## config.mk

```make
export PLATFORM = sky130hd
export DESIGN_NAME = par2ser_shifter_flat
export DESIGN_NICKNAME = d
export VERILOG_FILES = /design/src/rtl/par2ser_shifter_if.sv /design/src/rtl/par2ser_shifter.sv /design/src/flat_wrapper.sv
export SDC_FILE = /design/constraint.sdc
export NUM_CORES = 1
export LEC_CHECK = 0
export ABC_CLOCK_PERIOD_IN_PS = 1300
export BUFFER_PORTS_ARGS = -buffer_cell sky130_fd_sc_hd__buf_2
export CORE_MARGIN = 2
export CORE_UTILIZATION = 43
export DETAILED_ROUTE_END_ITERATION = 10
export GPL_TIMING_DRIVEN = 0
export PLACE_DENSITY = 0.71
export SETUP_SLACK_MARGIN = 0.4
export SYNTH_ARGS = -nofsm -noshare
export SYNTH_HDL_FRONTEND = slang
export SYNTH_SLANG_ARGS = --single-unit
```

## constraint.sdc

```tcl
create_clock -name clk -period 1.3 [get_ports clk]
set_clock_uncertainty 0.05 [all_clocks]
set_input_delay 0.13 -clock clk [delete_from_list [all_inputs] [get_ports clk]]
set_output_delay 0.13 -clock clk [all_outputs]
set_load 0.02 [all_outputs]
```

## src/rtl/par2ser_shifter_if.sv

```systemverilog
// Load handshake and serial-output bundle for par2ser_shifter.
// The master drives load_* and observes the serial side; the slave is the shifter.
interface par2ser_shifter_if #(
   parameter int WIDTH = 8
);
   logic             load_valid;
   logic [WIDTH-1:0] load_data;
   logic             load_ready;
   logic             s_data;
   logic             s_valid;
   logic             busy;
   logic             done;

   modport master (
      output load_valid, load_data,
      input  load_ready, s_data, s_valid, busy, done
   );

   modport slave (
      input  load_valid, load_data,
      output load_ready, s_data, s_valid, busy, done
   );
endinterface

```

## src/rtl/par2ser_shifter.sv

```systemverilog
// Parallel-to-serial shifter feeding the serial pattern detector.
// Define PAR2SER_PRELOAD_EN to add a one-word holding register for gapless streaming.
module par2ser_shifter #(
   parameter int WIDTH     = 8,
   parameter bit MSB_FIRST = 1'b1
) (
   input logic              clk,
   input logic              rst,
   par2ser_shifter_if.slave bus
);
   localparam int CW = (WIDTH > 2) ? $clog2(WIDTH) : 1;
   localparam logic [CW-1:0] CNT_LAST = CW'(WIDTH - 1);

   typedef enum logic {IDLE, SHIFT} state_t;

   state_t           state_reg, state_next;
   logic [CW-1:0]    cnt_reg, cnt_next;
   logic [WIDTH-1:0] sh_reg, sh_next;
   logic [WIDTH-1:0] sh_adv;
   logic             s_data_reg, s_valid_reg, done_reg;
   logic             load_ready;
   logic             accept;
`ifdef PAR2SER_PRELOAD_EN
   logic [WIDTH-1:0] hold_reg, hold_next;
   logic             hold_full_reg, hold_full_next;
`endif

   // Shift toward the head bit so the next payload bit is always at the head.
   assign sh_adv = MSB_FIRST ? {sh_reg[WIDTH-2:0], 1'b0} : {1'b0, sh_reg[WIDTH-1:1]};

   always_comb begin
      state_next = state_reg;
      cnt_next   = cnt_reg;
      sh_next    = sh_reg;
`ifdef PAR2SER_PRELOAD_EN
      hold_next      = hold_reg;
      hold_full_next = hold_full_reg;
      load_ready     = !rst && !hold_full_reg;
`else
      load_ready     = !rst && (state_reg == IDLE);
`endif
      accept = bus.load_valid && load_ready;

      case (state_reg)
         IDLE: begin
            if (accept) begin
               sh_next    = bus.load_data;
               cnt_next   = CNT_LAST;
               state_next = SHIFT;
            end
         end
         SHIFT: begin
            if (cnt_reg != '0) begin
               sh_next  = sh_adv;
               cnt_next = cnt_reg - CW'(1);
`ifdef PAR2SER_PRELOAD_EN
               if (accept) begin
                  hold_next      = bus.load_data;
                  hold_full_next = 1'b1;
               end
`endif
            end else begin
`ifdef PAR2SER_PRELOAD_EN
               if (hold_full_reg) begin
                  sh_next        = hold_reg;
                  cnt_next       = CNT_LAST;
                  hold_full_next = 1'b0;
               end else if (accept) begin
                  sh_next  = bus.load_data;
                  cnt_next = CNT_LAST;
               end else begin
                  sh_next    = '0;
                  state_next = IDLE;
               end
`else
               sh_next    = '0;
               state_next = IDLE;
`endif
            end
         end
         default: begin
            sh_next    = '0;
            cnt_next   = '0;
            state_next = IDLE;
         end
      endcase
   end

   // Outputs are registered from next-state values so they line up with the shift register.
   always_ff @(posedge clk) begin
      if (rst) begin
         state_reg   <= IDLE;
         cnt_reg     <= '0;
         sh_reg      <= '0;
         s_data_reg  <= 1'b0;
         s_valid_reg <= 1'b0;
         done_reg    <= 1'b0;
      end else begin
         state_reg   <= state_next;
         cnt_reg     <= cnt_next;
         sh_reg      <= sh_next;
         s_valid_reg <= (state_next == SHIFT);
         s_data_reg  <= (state_next == SHIFT) &&
                        (MSB_FIRST ? sh_next[WIDTH-1] : sh_next[0]);
         done_reg    <= (state_next == SHIFT) && (cnt_next == '0);
      end
   end

`ifdef PAR2SER_PRELOAD_EN
   always_ff @(posedge clk) begin
      if (rst) begin
         hold_reg      <= '0;
         hold_full_reg <= 1'b0;
      end else begin
         hold_reg      <= hold_next;
         hold_full_reg <= hold_full_next;
      end
   end
`endif

   assign bus.load_ready = load_ready;
   assign bus.s_data     = s_data_reg;
   assign bus.s_valid    = s_valid_reg;
   assign bus.done       = done_reg;
   assign bus.busy       = (state_reg == SHIFT);
endmodule

```

## src/flat_wrapper.sv

```systemverilog
// flat-port wrapper written by rule: the top's interface ports become plain ports
module par2ser_shifter_flat 
#(
   parameter int WIDTH     = 8,
   parameter bit MSB_FIRST = 1'b1
)
  (clk, rst, bus_load_valid, bus_load_data, bus_load_ready, bus_s_data, bus_s_valid, bus_busy, bus_done);
  par2ser_shifter_if #(.WIDTH(WIDTH)) bus_i ();
  input logic clk;
  input logic rst;
  input wire logic [$bits(bus_i.load_valid)-1:0] bus_load_valid;
  input wire logic [$bits(bus_i.load_data)-1:0] bus_load_data;
  output wire logic [$bits(bus_i.load_ready)-1:0] bus_load_ready;
  output wire logic [$bits(bus_i.s_data)-1:0] bus_s_data;
  output wire logic [$bits(bus_i.s_valid)-1:0] bus_s_valid;
  output wire logic [$bits(bus_i.busy)-1:0] bus_busy;
  output wire logic [$bits(bus_i.done)-1:0] bus_done;
  assign bus_i.load_valid = bus_load_valid;
  assign bus_i.load_data = bus_load_data;
  assign bus_load_ready = bus_i.load_ready;
  assign bus_s_data = bus_i.s_data;
  assign bus_s_valid = bus_i.s_valid;
  assign bus_busy = bus_i.busy;
  assign bus_done = bus_i.done;
  par2ser_shifter #(.WIDTH(WIDTH), .MSB_FIRST(MSB_FIRST)) u_core (.clk(clk), .rst(rst), .bus(bus_i));
endmodule
```

==> summary.md <==
| Metric | Value |
|---|---|
| CP max stage delay | 0.35 ns |
| Htree depth | 1 |
| Crit path kind | reg2out |
| Layout cells sized above 1 | 69.2% |
| Commonest cells after routing, fill and taps aside | buf_6 (12), buf_4 (10), buf_2 (9) |
| Clock power frac | 22.2% |
| Syn nets | 73 |
| Starting Density | 46.1% |
| Most frequent CP cell | buf_6 |
| Critical Path AT | 1.20 ns |
| Slowest cell on the critical path | dfxtp_4 |
| WL final | 1.57 mm |
| Detailed Place HPWL | 790 um |
| Worst slew pin tran | 0.274 ns |
| Syn_area_per_cell | 10.1 um2 |
| Hold buffer count at cts | 0 |
| Tot GR Track Use | 17.5% |
| Num ports | 16 |
| P_int | 0.783 mW |
| Hold Crit Start | rst |
| Sink Count | 13 |
| CTS tree | done |
| Cell Rows | 13 |
| Synth-to-Final Area Change | 70.5% |
| First-pass detailed-route iteration total | 4 |
| Die height | 41.6 um |
| Clk slew on worst S/H paths | 0.08 ns |
| Synthesis Warnings | 0 |
| Seq/Total Area, Yosys | 42.9% |
| Commonest non-fill, non-tap cell in the layout | buf_6 |
| Peak supply drop | 0.881 mV |
| R2r endpoint | u_core.sh_reg[5] |
| Worst R2R Start | u_core.bus.busy |
| Worst R2R Setup Slack | 0.01 ns |
| Sw frac | 31.0% |
| Starting DRT DRC Count | 21 |
| Gpl congestion | 0.740 |
| Max-slew headroom | 81.2% |
| Vias per inst | 5.45 |
| Status | complete, but fails checks |
| Mapped Area | 607 um2 |
| Cells on Worst Hold Path | 2 |
| Fill count | 76 |
| CTS Buf Count | 3 |
| Distinct cells, synth | 22 |
| Clk root buf | clkbuf_4 |
| Pleak | 0.445 nW |
| Fin crit period | 1.38 ns |
| Fin crit share | 106% |
| Worst setup margin | -0.0785 ns |
| Terminating pin of the worst hold path | u_core.bus.s_data |
| Endpoints failing hold | 0 |
| Final Util | 78.5% |
| Routed WL per cell | 14.8 um |
| Port bufs | 14 |
| PD cells | 1100 nW/um2 |
| Place WS | 0.0692 ns |
| Gr ovfl total | 0 |
| DR vias | 578 |
| WP data required | 1.12 ns |
| Failing checks | setup timing |
| Die X-Extent | 41.6 um |
| Max-Cap Viols | 0 |
| Psw | 0.352 mW |
| R2R cell count | 6 |
| Layout Nets | 105 |
| Cell Chain, Critical Path | buf_6, or2_1, buf_6, clkinv_4, buf_6 |
| Peak Freq | 725 MHz |
| Largest net degree at the start of global routing | 10 |
| ANT nets after route | 0 |
| First-pass GRT wire length | 2.24 mm |
| RSZ-0062 raised after global routing | true |
| Clk_lat worst skew | 0.28 ns |
| Antenna diode count | 0 |
| Die Area | 1730 um2 |
| Slew Viols, Final | 0 |
| CP Capture Type | output port |
| Reg power frac | 40.8% |
| Hold WC Path Type | in2reg |
| Number of global-route vias before repair | 517 |
| Critical Path Fanout Max | 2 |
| Synthesized flop and latch total | 13 |
| CTS Buffer Depth | 2 |
| Remaining DRCs | 0 |
| Syn Inst Count | 60 |
| Core box area | 1320 um2 |
| Antenna violations before repair | 0 |
| Max FFs per register | 7 |
| Final setup violation count | 1 |
| Gate power share | 37.0% |
| Worst Setup Start Kind | register |
-- how the worst max path moves through the flow --
stage	cells past startpoint	end	slack [ns]	start
3_5_place_dp	5	u_core.bus.done	0.07	u_core.cnt_reg[0]
2_1_floorplan	6	u_core.sh_reg[1]	0.15	u_core.cnt_reg[0]
5_1_grt	5	bus_load_ready	-0.13	u_core.bus.busy
3_3_place_gp	6	u_core.sh_reg[1]	0.07	u_core.cnt_reg[0]
4_1_cts	5	bus_load_ready	-0.11	u_core.bus.busy
6_report	5	bus_load_ready	-0.08	u_core.bus.busy
-- synth_stat cells --
master,instances,share of area (%)
a31oi_1,2,2.1
nand2b_4,1,2.3
nor3_1,1,0.82
a21oi_1,6,4.9
buf_4,3,3.7
nor2_1,3,1.9
a31o_1,2,2.9
ha_1,2,4.1
or2_1,1,1.0
o2bb2ai_1,6,8.7
mux2i_1,7,12
nor2b_1,1,1.0
nand2_1,2,1.2
nor4b_1,1,1.4
inv_1,2,1.2
nand3b_1,1,1.2
and3b_1,1,1.4
nor4b_2,1,2.5
dfxtp_1,13,43
buf_2,2,1.6
inv_2,1,0.62
nand3_1,1,0.82
-- power groups by stage --
| stage | Clock, mW | Combinational, mW | Sequential [mW] |
|---|---|---|---|
| global route | 0.285 | 0.444 | 0.467 |
| floorplan | 0 | 0.171 | 0.465 |
| CTS | 0.256 | 0.354 | 0.456 |
| global placement | 0 | 0.225 | 0.462 |
| detailed placement | 0 | 0.229 | 0.462 |
| finish | 0.252 | 0.419 | 0.463 |
-- per-layer routing --
layer	part of all wire [%]	wire, um	global-route usage [%]
met1	43	681	20.2
met2	50	791	26.9
met3	5.4	85	9.13
met4	0.51	8	7.74
met5	0	0	0
-- cell families (layout without fill, tap and decap cells) --
logic type	after synthesis	after routing	share of synthesized area (%)
AND/OR/NAND/NOR	14	14	15.7
AO/OA/AOI/OAI	16	16	18.6
multiplexers	7	7	11.5
adder cells (fa/ha/maj)	2	2	4.12
flip-flops	13	13	42.9
buffers and inverters	8	39	7.22
-- repair_timing --
action	in CTS	in global routing
setup endpoints to repair	18	18
setup buffers	9	4
resized for setup	31	13
pin swaps	10	8
endpoints found under the hold margin	0	0
-- final cells by class --
cell class	instances	area, um2	share of cell area [%]
multi-input combinational	39	428	41.4
tap	15	18.8	1.81
buffer	5	48.8	4.72
sequential	13	270	26.1
inverter	3	21.3	2.06
clock buffer	4	26.3	2.54
timing repair buffer	27	221	21.4
-- critical path, delay by kind of cell, from the launching register on --
kind	cells	cell delay [ns]
buffers and inverters	4	0.37
and+or+nand+nor	1	0.21
DFF	1	0.35
-- metrics by stage --
step	area (um2)	cells	setup TNS (ns)	total power [mW]	hold slack, ns
global route	1030	106	-0.239	1.20	0.0502
finish	1030	106	-0.0785	1.13	0.0617
floorplan	646	60	0	0.636	0.143
detailed placement	734	89	0	0.691	0.350
CTS	957	102	-0.106	1.07	0.0440
global placement	734	89	0	0.687	0.336
(Power assumes the default switching activity.)
